$ cat config.mk
export PLATFORM = sky130hd
export DESIGN_NAME = ic_rsp_router
export DESIGN_NICKNAME = d
export VERILOG_FILES = /design/src/rtl/ic_pkg.sv /design/src/rtl/ic_route_fifo.sv /design/src/rtl/ic_rsp_router.sv
export SDC_FILE = /design/constraint.sdc
export NUM_CORES = 1
export LEC_CHECK = 0
export BUFFER_PORTS_ARGS = -buffer_cell sky130_fd_sc_hd__buf_2
export CAP_MARGIN = 20
export CORE_ASPECT_RATIO = 0.7
export CORE_MARGIN = 2
export CORE_UTILIZATION = 40
export CTS_BUF_LIST = sky130_fd_sc_hd__clkbuf_8
export DETAILED_ROUTE_END_ITERATION = 6
export GPL_TIMING_DRIVEN = 0
export PLACE_DENSITY = 0.84
export SLEW_MARGIN = 5
export SYNTH_ARGS = -nofsm -noshare
export SYNTH_HDL_FRONTEND = slang
export SYNTH_SLANG_ARGS = --single-unit
$ cat constraint.sdc
create_clock -name g_clk -period 3.5 [get_ports g_clk]
set_input_delay 0.175 -clock g_clk [delete_from_list [all_inputs] [get_ports g_clk]]
set_output_delay 0.175 -clock g_clk [all_outputs]
set_load 0.05 [all_outputs]
$ cat src/rtl/ic_pkg.sv
// Shared interconnect definitions: response route codes and the request route encoder.
package ic_pkg;

  typedef logic [1:0] ic_route_t;

  localparam ic_route_t ROUTE_ROM = 2'd0;
  localparam ic_route_t ROUTE_RAM = 2'd1;
  localparam ic_route_t ROUTE_AXI = 2'd2;
  localparam ic_route_t ROUTE_ERR = 2'd3;

  // A decode failure, or a request with no route bit at all, is answered locally
  function automatic ic_route_t encodeRoute(input logic rom, input logic ram,
                                            input logic axi, input logic decErr);
    ic_route_t route;
    if (decErr || !(rom || ram || axi)) route = ROUTE_ERR;
    else if (rom)                       route = ROUTE_ROM;
    else if (ram)                       route = ROUTE_RAM;
    else                                route = ROUTE_AXI;
    return route;
  endfunction

endpackage

$ cat src/rtl/ic_route_fifo.sv
// In-order route tracking FIFO; a push is only visible at the head on the following cycle.
module ic_route_fifo
  import ic_pkg::*;
#(
  parameter int DEPTH = 4
) (
  input  logic                     g_clk,
  input  logic                     g_resetn,
  input  logic                     i_push,
  input  ic_route_t                i_data,
  input  logic                     i_pop,
  output ic_route_t                o_head,
  output logic                     o_full,
  output logic                     o_empty,
  output logic [$clog2(DEPTH):0]   o_count,
  output logic                     o_pushDone,
  output logic                     o_popDone
);

  localparam int PW = $clog2(DEPTH);
  localparam int CW = PW + 1;

  ic_route_t         r_mem [DEPTH];
  logic [PW-1:0]     r_wptr;
  logic [PW-1:0]     r_rptr;
  logic [CW-1:0]     r_count;
  logic              w_doPush;
  logic              w_doPop;

  assign o_full     = (r_count == CW'(DEPTH));
  assign o_empty    = (r_count == '0);
  assign o_count    = r_count;
  assign o_head     = r_mem[r_rptr];
  assign w_doPop    = i_pop && !o_empty;
  // A full FIFO still takes a push when the head leaves in the same cycle
  assign w_doPush   = i_push && (!o_full || w_doPop);
  assign o_pushDone = w_doPush;
  assign o_popDone  = w_doPop;

  always_ff @(posedge g_clk) begin
    if (w_doPush) r_mem[r_wptr] <= i_data;
  end

  always_ff @(posedge g_clk) begin
    if (!g_resetn) begin
      r_wptr  <= '0;
      r_rptr  <= '0;
      r_count <= '0;
    end else begin
      if (w_doPush) r_wptr <= r_wptr + 1'b1;
      if (w_doPop)  r_rptr <= r_rptr + 1'b1;
      case ({w_doPush, w_doPop})
        2'b10:   r_count <= r_count + 1'b1;
        2'b01:   r_count <= r_count - 1'b1;
        default: r_count <= r_count;
      endcase
    end
  end

endmodule

$ cat src/rtl/ic_rsp_router.sv
// Interconnect response router: returns ROM/RAM/AXI responses in request order.
// Optional stray-response detection is enabled with `define IC_RSP_ROUTER_STRAY_CHECK_EN.
module ic_rsp_router
  import ic_pkg::*;
#(
  parameter int DEPTH = 4,
  parameter int DW    = 32
) (
  input  logic                    g_clk,
  input  logic                    g_resetn,
  input  logic                    req_track,
  input  logic                    req_route_rom,
  input  logic                    req_route_ram,
  input  logic                    req_route_axi,
  input  logic                    req_dec_err,
  output logic                    req_space,
  output logic [$clog2(DEPTH):0]  outstanding,
  input  logic                    rom_rsp_valid,
  output logic                    rom_rsp_ready,
  input  logic                    rom_rsp_error,
  input  logic [DW-1:0]           rom_rsp_rdata,
  input  logic                    ram_rsp_valid,
  output logic                    ram_rsp_ready,
  input  logic                    ram_rsp_error,
  input  logic [DW-1:0]           ram_rsp_rdata,
  input  logic                    axi_rsp_valid,
  output logic                    axi_rsp_ready,
  input  logic                    axi_rsp_error,
  input  logic [DW-1:0]           axi_rsp_rdata,
`ifdef IC_RSP_ROUTER_STRAY_CHECK_EN
  output logic                    err_stray,
`endif
  output logic                    rsp_valid,
  input  logic                    rsp_ready,
  output logic                    rsp_error,
  output logic [DW-1:0]           rsp_rdata
);

  localparam int CW = $clog2(DEPTH) + 1;

  ic_route_t      w_pushRoute;
  ic_route_t      w_head;
  logic           w_full;
  logic           w_empty;
  logic [CW-1:0]  w_count;
  logic           w_pop;
  logic           w_pushDone;
  logic           w_popDone;

  assign w_pushRoute = encodeRoute(req_route_rom, req_route_ram, req_route_axi, req_dec_err);
  assign w_pop       = rsp_valid && rsp_ready;
  assign req_space   = !w_full;
  assign outstanding = w_count;

  ic_route_fifo #(.DEPTH(DEPTH)) u_fifo (
    .g_clk      (g_clk),
    .g_resetn   (g_resetn),
    .i_push     (req_track),
    .i_data     (w_pushRoute),
    .i_pop      (w_pop),
    .o_head     (w_head),
    .o_full     (w_full),
    .o_empty    (w_empty),
    .o_count    (w_count),
    .o_pushDone (w_pushDone),
    .o_popDone  (w_popDone)
  );

  // Head mux and ready demux; only the target owning the head ever sees ready
  always_comb begin
    rsp_valid     = 1'b0;
    rsp_error     = 1'b0;
    rsp_rdata     = '0;
    rom_rsp_ready = 1'b0;
    ram_rsp_ready = 1'b0;
    axi_rsp_ready = 1'b0;
    if (!w_empty) begin
      case (w_head)
        ROUTE_ROM: begin
          rsp_valid     = rom_rsp_valid;
          rsp_error     = rom_rsp_error;
          rsp_rdata     = rom_rsp_rdata;
          rom_rsp_ready = rsp_ready;
        end
        ROUTE_RAM: begin
          rsp_valid     = ram_rsp_valid;
          rsp_error     = ram_rsp_error;
          rsp_rdata     = ram_rsp_rdata;
          ram_rsp_ready = rsp_ready;
        end
        ROUTE_AXI: begin
          rsp_valid     = axi_rsp_valid;
          rsp_error     = axi_rsp_error;
          rsp_rdata     = axi_rsp_rdata;
          axi_rsp_ready = rsp_ready;
        end
        default: begin
          rsp_valid = 1'b1;
          rsp_error = 1'b1;
        end
      endcase
    end
  end

`ifdef IC_RSP_ROUTER_STRAY_CHECK_EN
  logic [CW-1:0] r_romCnt;
  logic [CW-1:0] r_ramCnt;
  logic [CW-1:0] r_axiCnt;
  logic          r_errStray;

  function automatic logic [CW-1:0] nextCnt(input logic [CW-1:0] cnt,
                                            input logic inc, input logic dec);
    logic [CW-1:0] res;
    res = cnt;
    if (inc && !dec)      res = cnt + 1'b1;
    else if (dec && !inc) res = cnt - 1'b1;
    return res;
  endfunction

  // Per-target counts of tracked requests; a response from a target with none is stray
  always_ff @(posedge g_clk) begin
    if (!g_resetn) begin
      r_romCnt   <= '0;
      r_ramCnt   <= '0;
      r_axiCnt   <= '0;
      r_errStray <= 1'b0;
    end else begin
      r_romCnt <= nextCnt(r_romCnt, w_pushDone && (w_pushRoute == ROUTE_ROM),
                          w_popDone && (w_head == ROUTE_ROM));
      r_ramCnt <= nextCnt(r_ramCnt, w_pushDone && (w_pushRoute == ROUTE_RAM),
                          w_popDone && (w_head == ROUTE_RAM));
      r_axiCnt <= nextCnt(r_axiCnt, w_pushDone && (w_pushRoute == ROUTE_AXI),
                          w_popDone && (w_head == ROUTE_AXI));
      if ((rom_rsp_valid && (r_romCnt == '0)) ||
          (ram_rsp_valid && (r_ramCnt == '0)) ||
          (axi_rsp_valid && (r_axiCnt == '0)))
        r_errStray <= 1'b1;
    end
  end

  assign err_stray = r_errStray;
`endif

endmodule
# [Word-level counts from Yosys, hierarchy flattened]
# Memories as Yosys holds them, arrays and structs flattened. A register that Yosys moved wholly into a read port is not among the register bits.
# Cells that the tools add are included.
# W data, S select, Z words.
[totals] reg_bits=7 ramBits=8 wordCells=46 n_memories=1
[memory_table] name="u_fifo.r_mem" depth=4 word_bits=2 rd=1 rd_clocked_by_memory_dff=1 wr=1 line_no="ic_route_fifo.sv:23" text="ic_route_t r_mem [DEPTH];"
[op_classes] n_addsub=4 n_eq_ne=5 mux=20 n_reduce_logical=13
[ops] cell="$pmux W32 S3" count=1
[ops] cell="$mux W32" count=1
[ops] cell="$mux W1" count=10
[ops] cell="$mux W2" count=5
[ops] cell="$pmux W1 S3" count=2
[ops] cell="$pmux W3 S2" count=1
[ops] cell="$add A2 B1 Y2 const B" count=2
[ops] cell="$eq A2 B1 Y1 const B" count=2
[ops] cell="$eq A2 B2 Y1 const B" count=2
[ops] cell="$logic_or A1 B1 Y1" count=4
[ops] cell="$add A3 B1 Y3 const B" count=1
[ops] cell="$eq A3 B3 Y1 const B" count=1
[ops] cell="$logic_and A1 B1 Y1" count=3
[ops] cell="$logic_not A1 Y1" count=3
[ops] cell="$logic_not A3 Y1" count=1
[ops] cell="$sub A3 B1 Y3 const B" count=1
[ops] cell="$logic_not A2 Y1" count=1
[ops] cell="$reduce_bool A2 Y1" count=1

# [Logic depth before layout (Yosys ltp)]
# Gate-level depths: netlist (run 1).
[logic_depth] word_depth=9 depth_mapped=8 ltp_nobuf=8

# [Cells and area by module]
# Synthesis (run 1) repeated with hierarchy kept, for this count alone.
[hier_totals] hier_cells=230 area_unflattened_um2=2218.4
[modules_own_cells] module="ic_rsp_router" n_inst=1 cells_each=166 area_each_um2=1437.6
[modules_own_cells] module="ic_route_fifo" n_inst=1 cells_each=64 area_each_um2=780.7

# [Least setup slack after synthesis (run 1)]
# Ideal clock, no wire load.
[synth_timing] path_kind="reg-to-output" start="reg with a tool-made name" end="out rsp_error" arrival_time_ps=2737 setup_slack_ps=588 stages_incl_launch_ff=6 n_path_buf=2 path_cell_list="dfxtp_1 mux4_2 buf_2 buf_2 mux2i_1 a221oi_1"
[synth_rtl] item="end: declaration" line_no="ic_rsp_router.sv:35" text="output logic rsp_error,"

==> out/results.tsv, run 1 <==
metric	value	unit
cts_buffer_depth	2	
syn_area	1750	um^2
synth_simple_gate_area_share	0.235	
setup_viol	0	
antenna_found_initial	0	
cpMaxStageDelayCell	mux4_2	
hp-class	in -> reg	
ant_nets	0	
cts_hold_buf	0	
clkSinkCount	17	
grt_pass1_vias	1931	
yosys.cell_types.count	32	
num_vias	2192	
cap_violations	0	
die_w	83.0	um
synth_top_family_by_area	multiplexers	
crit_type	reg -> reg	
critPathBufInv	0	
finalSetupTns	0	ns
fp.dieArea	4920	um^2
synth_compound_area_frac	0.151	
synth.largest_area_cell	mux2i_1	
rsz0062_at_grt	no	
synth_top_area_share	0.235	
ys_ff_latch	17	
power_leakage	0.00142	uW
final_common_cell	buf_2	
synth_fa_ha_area_frac	0.0401	
hold_viol_final	0	
report.final.slew_viol_count	0	
die_h	59.3	um
syn_to_final_growth	49.2	%
vias_per_cell	5.00	
relSlewSlack	0.359	
start_kind	register	
cts_tree	built	
core-area	4280	um^2
antenna_cells	0	
drive_gt1_frac	0.433	
synthMuxAreaShare	0.281	
cpLargestDelayFamily	multiplexers	
synth_cells	230	
post-place-cells	434	
critPathMaxStageDelay	0.61	ns
numCtsBuffers	3	
synth_warnings	0	
r2r_slack	0.69	ns
gp_congestion	0.923	
overflow	0	
cp.required	3.66	ns
worst_setup_path_end_kind	register	
ys_seq_area_frac	0.241	
wire_per_inst	13.2	um
drtIter0Drc	96	
dr.pass1.iters	4	
initial_core_util	0.408	
grt_pass1_wl	8800	um
syn_area_per_cell	7.60	um^2
cts_resized	0	
wl	5790	um
worst_clock_skew	0.00640	ns
fmax	0.356	GHz
portBuffers	149	
final_cell_mix	156 x buf_2, 66 x nor2_1, 41 x mux2i_1, 35 x a21oi_1, 11 x nand2_1	
fin_cells	438	
period_needed	2.81	ns
synth-xor-area-share	0	
grt_max_degree	11	
rows	20	
min_from	g_resetn	
synthTopCellsByArea	mux2i_1 23%, nor2_1 14%, edfxtp_1 14%, dfxtp_1 10%, a21oi_1 10%	
min_to	u_fifo.r_rptr[0]$_SDFFE_PN0N_	
dp_hpwl	4820	um
status	completed	
postCtsSetupRepairBufs	0	
drc	0	
track_usage	0.216	
h-tree-depth	1	
r2r_end	u_fifo.o_count[1]$_SDFFE_PN0P_	
crit_chain	mux4_2, nor3b_2, a211oi_4, nand2b_1, fa_1, mux2_1, o311ai_2	
synth_fp_nets	345	
tightestPinTransition	0.954	ns
fin_crit_sh	0.802	
ir_drop	367	uV
ios	151	
clk_pin_slew	0.07	ns
pwr_density_cell	617	nW/um^2
r2r_cells	7	
worstHoldPathCells	3	
crit_arrival	2.97	ns
clockRootBuffer	clkbuf_8	
nets	499	
critPathMaxFanout	7	
clk_latency	0.25	ns
-- metal layers --
| layer | global-route usage | vias up | part of all wire |
|---|---|---|---|
| li1 | - | 1102 | - |
| met1 | 0.274 | 1005 | 0.42 |
| met2 | 0.396 | 78 | 0.50 |
| met3 | 0.0390 | 7 | 0.074 |
| met4 | 0.0445 | 0 | 0.0073 |
| met5 | 0 | - | 0 |
-- how the worst max path moves through the flow --
stage	to	slack [ns]	startpoint	cells past startpoint
global route	u_fifo.o_count[1]$_SDFFE_PN0P_	0.52	u_fifo.o_count[2]$_SDFFE_PN0P_	7
finish	u_fifo.o_count[1]$_SDFFE_PN0P_	0.69	register	7
global placement	u_fifo.o_count[1]$_SDFFE_PN0P_	0.76	register	7
floorplan	rsp_error	0.59	register	5
CTS	u_fifo.o_count[1]$_SDFFE_PN0P_	0.66	register	7
detailed placement	u_fifo.o_count[1]$_SDFFE_PN0P_	0.68	register	7
-- power breakdown --
part	leakage [uW]	internal [uW]	switching (uW)
logic	0.00124	344	866
registers	0.000146	235	22.1
clock network	0.0000269	77.8	64.1
total	0.00142	657	952
-- through the flow --
step           hold WS (ns)  worst slack, ns  power (uW)   util  area, um^2
5_1_grt               0.260            0.523        1710  0.609        2610
3_5_place_dp          0.478            0.681        1470  0.599        2560
6_report              0.241            0.693        1610  0.609        2610
2_1_floorplan         0.358            0.588        1190      -        1750
4_1_cts               0.232            0.662        1610  0.609        2610
3_3_place_gp          0.464            0.756        1450  0.599        2560
-- cell usage after synthesis (all sizes together) --
master	number
nor2	66
mux2i	42
a21oi	35
nand2	11
dfxtp	9
clkbuf	8
edfxtp	8
buf	7
inv	7
and2	4
ha	4
nand2b	4
nor3	3
a211oi	2
mux2	2
mux4	2
nand4	2
nor2b	2
o21bai	2
a211o	1
a221oi	1
fa	1
nand3	1
nand3b	1
nor3b	1
o21a	1
o21ai	1
o311ai	1
or3	1
-- tightest hold or removal path, cell delays in order --
cell and delay (ns):
buf_2 0.08, inv_1 0.08, a21oi_1 0.12
-- final cells by class --
class / count / area (um^2)
repair buffers: 149 / 746
plain buffers: 15 / 65.1
multi-input cells: 191 / 1240
clock inverters: 1 / 3.75
flip-flops and latches: 17 / 420
clock buffers: 3 / 41.3
well taps: 55 / 68.8
inverters: 7 / 26.3
fillers: 415 / 1670
-- cell families after synthesis --
group	after synthesis
AND/OR/NAND/NOR	96
multiplexers	46
AO/OA/AOI/OAI	44
buffers and inverters	22
flip-flops	17
adder cells (fa/ha/maj)	5
Power figures use the tool's default switching activity.
==> inputs of run 2 (changes only) <==
Settings changed: ABC_AREA set to 1, CORE_UTILIZATION 40 to 36, PLACE_DENSITY 0.84 to 0.79.
Clock period 3.5 ns to 2.4 ns, I/O delays scaled along.
==> out/results.tsv, run 2 <==
metric	value	unit	change
fp.dieArea	5540	um^2	+12%
syn_to_final_growth	50.8	%	
worst_clock_skew	0.00353	ns	-0.00287 ns
synth_compound_area_frac	0.0358		-0.115
nets	600		+20%
ys_seq_area_frac	0.236		-0.00456
start_kind	register		
relSlewSlack	0.696		+0.337
vias_per_cell	4.51		-10%
numCtsBuffers	3		unchanged
ant_nets	0		unchanged
pwr_density_cell	835	nW/um^2	+35%
clkSinkCount	17		unchanged
clockRootBuffer	clkbuf_8		
fmax	0.457	GHz	
synth.most_common_cell	nand2_1		
core-area	4780	um^2	+12%
dp_hpwl	4980	um	+3.3%
crit_arrival	2.07	ns	-0.90 ns
worst_setup_path_end_kind	output port		
synth_fp_nets	445		+29%
ys.flop_type	dfxtp_1		
postCtsSetupRepairBufs	0		unchanged
final_cell_mix	151 x nand2_1, 151 x buf_2, 55 x inv_1, 43 x nand3_1, 17 x nor2_1		
track_usage	0.193		-0.0232
rows	21		+5.0%
synth_simple_gate_area_share	0.535		+0.300
dr.pass1.iters	4		unchanged
cts_tree	built		
ios	151		unchanged
fin_crit_sh	0.911		
synth.largest_area_cell	nand2_1		
cts_buffer_depth	2		unchanged
finalSetupTns	0	ns	unchanged
yosys.cell_types.count	24		-25%
drc	0		unchanged
gp_congestion	0.860		-6.8%
tightestPinTransition	0.455	ns	-0.498 ns
clk_latency	0.24	ns	about the same
num_vias	2492		+14%
synth-edff-count	8		unchanged
grt_pass1_wl	8930	um	+1.4%
hp-class	in -> reg		
ys_ff_latch	17		unchanged
report.final.slew_viol_count	0		unchanged
cp.required	2.28	ns	-1.38 ns
antenna_found_initial	0		unchanged
h-tree-depth	1		unchanged
grt_max_degree	11		unchanged
fin_cells	553		+26%
synthTopCellsByArea	nand2_1 32%, edfxtp_1 13%, nand3_1 12%, inv_1 11%, dfxtp_1 10%		
cts_hold_buf	0		unchanged
die_h	62.9	um	+6.0%
synth_top_family_by_area	simple AND/OR/NAND/NOR gates		
syn_area	1780	um^2	+1.9%
cap_violations	0		unchanged
overflow	0		unchanged
ir_drop	401	uV	+9.4%
hold_viol_final	0		unchanged
portBuffers	150		+0.67%
crit_type	reg -> out		
wl	5990	um	+3.5%
cts_resized	0		unchanged
wire_per_inst	10.8	um	-18%
synth_warnings	0		unchanged
power_leakage	0.00177	uW	+25%
p_total	2240	uW	+39%
final_core_util	0.562		-0.0476
async_flop_share	0		unchanged
setup_viol	0		unchanged
syn_area_per_cell	5.40	um^2	-29%
status	completed		
grt_pass1_vias	2136		+11%
r2r_slack	0.34	ns	-0.35 ns
post-place-cells	549		+26%
die_w	88.1	um	+6.1%
drive_gt1_frac	0.364		-0.0698
period_needed	2.19	ns	
initial_core_util	0.373		-0.0359
synth-xor-area-share	0		unchanged
synth_common_cells	151 x nand2_1, 54 x inv_1, 43 x nand3_1, 18 x nor2_1		
synth_fa_ha_area_frac	0.0393		-0.000760
synthMuxAreaShare	0		-0.281
critPathMaxFanout	10		+3
drtIter0Drc	131		+36%
synth_cells	330		+43%
antenna_cells	0		unchanged
clk_pin_slew	0.06	ns	about the same
synth_top_area_share	0.318		+0.0833
## run 2: changes by cell type after synthesis, sizes merged, moves of 3 or more
cell | before | now
o21ai | 1 | 9
and2 | 4 | 1
mux2i | 42 | 0
nand2 | 11 | 156
nor2 | 66 | 19
inv | 7 | 58
nand3 | 1 | 45
clkbuf | 8 | 3
a21oi | 35 | 3
nand2b | 4 | 0
## run 2: through the flow
stage | worst slack [ns] | cell area [um^2] | hold slack (ns)
3_5_place_dp | 0.367 | 2620 | 0.423
2_1_floorplan | 0.0505 | 1780 | 0.241
3_3_place_gp | 0.394 | 2620 | 0.419
6_report | 0.214 | 2690 | 0.169
5_1_grt | -0.00142 | 2690 | 0.175
4_1_cts | 0.170 | 2660 | 0.160
## run 2: power by group
group | leakage (uW) | internal (uW) | switching, uW
logic | 0.00159 | 439 | 1240
clock network | 0.0000269 | 113 | 90.3
registers | 0.000146 | 336 | 23.2
total | 0.00177 | 888 | 1360
## run 2: final cells by class
type                            instances  area (um^2)
Tap cell                               69         86.3
Sequential cell                        17          420
Clock buffer                            3         41.3
Clock inverter                          1         3.75
Timing Repair Buffer                  150          763
Inverter                               58          218
Fill cell                             498         2100
Buffer                                 12         63.8
Multi-Input combinational cell        243         1090
## run 2: logic make-up (layout without fill, tap and decap cells)
logic type | after synthesis | after routing
buffers and inverters | 70 | 224
AND/OR/NAND/NOR | 226 | 226
AO/OA/AOI/OAI | 12 | 12
adder cells (fa/ha/maj) | 5 | 5
flip-flops | 17 | 17
## run 2: final timing paths
path,cells past startpoint,end,start
worst max-delay path,12,rsp_rdata[17],register
worst min-delay path,3,u_fifo.o_count[2]$_SDFFE_PN0P_,g_resetn
worst max register to register,12,u_fifo.o_count[2]$_SDFFE_PN0P_,register
worst min register to register,2,u_fifo.r_rptr[0]$_SDFFE_PN0N_,u_fifo.r_rptr[0]$_SDFFE_PN0N_
## run 2: critical path, cell delays in order, from the launching register on
cell and delay [ns]:
dfxtp_1 0.42, inv_2 0.09, nand2_1 0.06, nand3_1 0.08, nand2_2 0.15, nand2_1 0.09
inv_1 0.15, buf_2 0.25, nand2_1 0.08, nand3_1 0.08, nand2_1 0.05, inv_1 0.07
buf_2 0.25
## run 2: per-layer routing
metal  up-vias  share of wire  track usage
li1       1302              -            -
met1      1086           0.42        0.239
met2        88           0.47        0.333
met3        16          0.087       0.0343
met4         0          0.028       0.0701
met5         -              0            0
==> inputs of run 3 (changes only) <==
Settings changed: CORE_UTILIZATION 36 to 35, CTS_BUF_LIST sky130_fd_sc_hd__clkbuf_8 to sky130_fd_sc_hd__clkbuf_16, PLACE_DENSITY 0.79 to 0.77.
==> out/results.tsv, run 3 (synthesized netlist as in run 2, its figures left out) <==
metric	value	unit	change
track_usage	0.201		+0.00812
wire_per_inst	11.1	um	+2.2%
fp.dieArea	5690	um^2	+2.7%
gp_congestion	0.858		-0.24%
wl	6120	um	+2.2%
crit_arrival	2.08	ns	about the same
portBuffers	150		unchanged
grt_max_degree	11		unchanged
numCtsBuffers	3		unchanged
pwr_density_cell	871	nW/um^2	+4.2%
final_cell_mix	151 x nand2_1, 151 x buf_2, 55 x inv_1, 43 x nand3_1, 17 x nor2_1		
ant_nets	0		unchanged
nets	600		unchanged
multi_input_area	1090	um^2	unchanged
overflow	0		unchanged
vias_per_cell	4.59		+1.9%
core-area	4830	um^2	+1.1%
cts_buffer_depth	2		unchanged
hold_viol_final	0		unchanged
cts_tree	built		
grt_pass1_vias	2237		+4.7%
start_kind	register		
worst_clock_skew	0.00449	ns	+0.000960 ns
status	completed		
clk_latency	0.24	ns	about the same
seq_area	420	um^2	unchanged
critPathMaxFanout	10		unchanged
dr.pass1.iters	5		+1
h-tree-depth	1		unchanged
cp.required	2.28	ns	about the same
clockRootBuffer	clkbuf_16		
cap_violations	0		unchanged
rows	21		unchanged
period_needed	2.20	ns	+0.0151 ns
cts_hold_buf	0		unchanged
fmax	0.454	GHz	-0.69%
num_vias	2540		+1.9%
antenna_cells	0		unchanged
report.final.slew_viol_count	0		unchanged
ios	151		unchanged
dp_hpwl	5160	um	+3.6%
ir_drop	433	uV	+7.9%
clkSinkCount	17		unchanged
grt_pass1_wl	9290	um	+4.1%
power_leakage	0.00178	uW	+0.88%
setup_viol	0		unchanged
clk_pin_slew	0.05	ns	about the same
hold-worst-slack	0.183	ns	+0.0137 ns
syn_to_final_growth	52.7	%	
final_core_util	0.563		+0.000881
drive_gt1_frac	0.364		unchanged
finalSetupTns	0	ns	unchanged
hp-class	in -> reg		
drtIter0Drc	112		-15%
initial_core_util	0.369		-0.00405
crit_type	reg -> out		
drc	0		unchanged
worst_setup_path_end_kind	output port		
die_w	89.3	um	+1.4%
antenna_found_initial	0		unchanged
die_h	63.7	um	+1.3%
fillers	531		+6.6%
fin_crit_sh	0.917		+0.00628
relSlewSlack	0.692		-0.00422
tightestPinTransition	0.462	ns	+0.00633 ns
==> run 3: cell count changes in the layout (fill, tap and decap cells not counted) <==
cell / delta
clkbuf_16: +3
clkbuf_8: -3
==> run 3: through the flow <==
step                      total power, uW  instances  setup WS, ns  area (um^2)
after global routing                 2550        553       -0.0313         2720
final                                2370        553         0.199         2720
after detailed placement             2040        549         0.305         2620
after CTS                            2360        553        0.0676         2700
after floorplan                      1620        330        0.0505         1780
after global placement               2020        549         0.354         2620
==> run 3: repair_timing <==
item	in CTS	in global routing
setup buffers	0	0
setup endpoints to repair	0	28
resized for setup	0	9
hold endpoints to repair	0	0
==> run 3: routing by layer <==
layer	track usage	vias up	share of wire
li1	-	1305	-
met1	0.234	1130	0.40
met2	0.369	91	0.49
met3	0.0341	14	0.088
met4	0.0634	0	0.020
met5	0	-	0
==> run 3: critical path, stage by stage (launching register included) <==
cell	delay, ns
dfxtp_1	0.43
inv_2	0.09
nand2_1	0.07
nand3_1	0.07
nand2_2	0.14
nand2_1	0.09
inv_1	0.17
clkbuf_4	0.24
nand2_1	0.07
nand3_1	0.07
nand2_1	0.06
inv_1	0.06
buf_2	0.26
==> run 3: worst paths after layout <==
path                                       from                        endpoint  slack (ns)  cells past startpoint
setup reg to reg                       register  u_fifo.o_count[2]$_SDFFE_PN0P_        0.28                     13
hold reg to reg   u_fifo.r_rptr[0]$_SDFFE_PN0N_                        register        0.52                      2
setup / recovery                       register                   rsp_rdata[15]        0.20                     12
hold / removal                         g_resetn  u_fifo.o_count[0]$_SDFFE_PN0P_        0.18                      3
==> run 3: where the power goes <==
group	internal (uW)	switching (uW)
combinational	439	1250
sequential	337	24.2
clock	220	99.3
==> run 3: layout make-up <==
type                    instances  area share
well taps                      69      0.0317
clock inverters                 1     0.00138
plain buffers                  12      0.0244
repair buffers                150       0.280
clock buffers                   3      0.0276
multi-input cells             243       0.401
inverters                      58      0.0800
flip-flops and latches         17       0.155
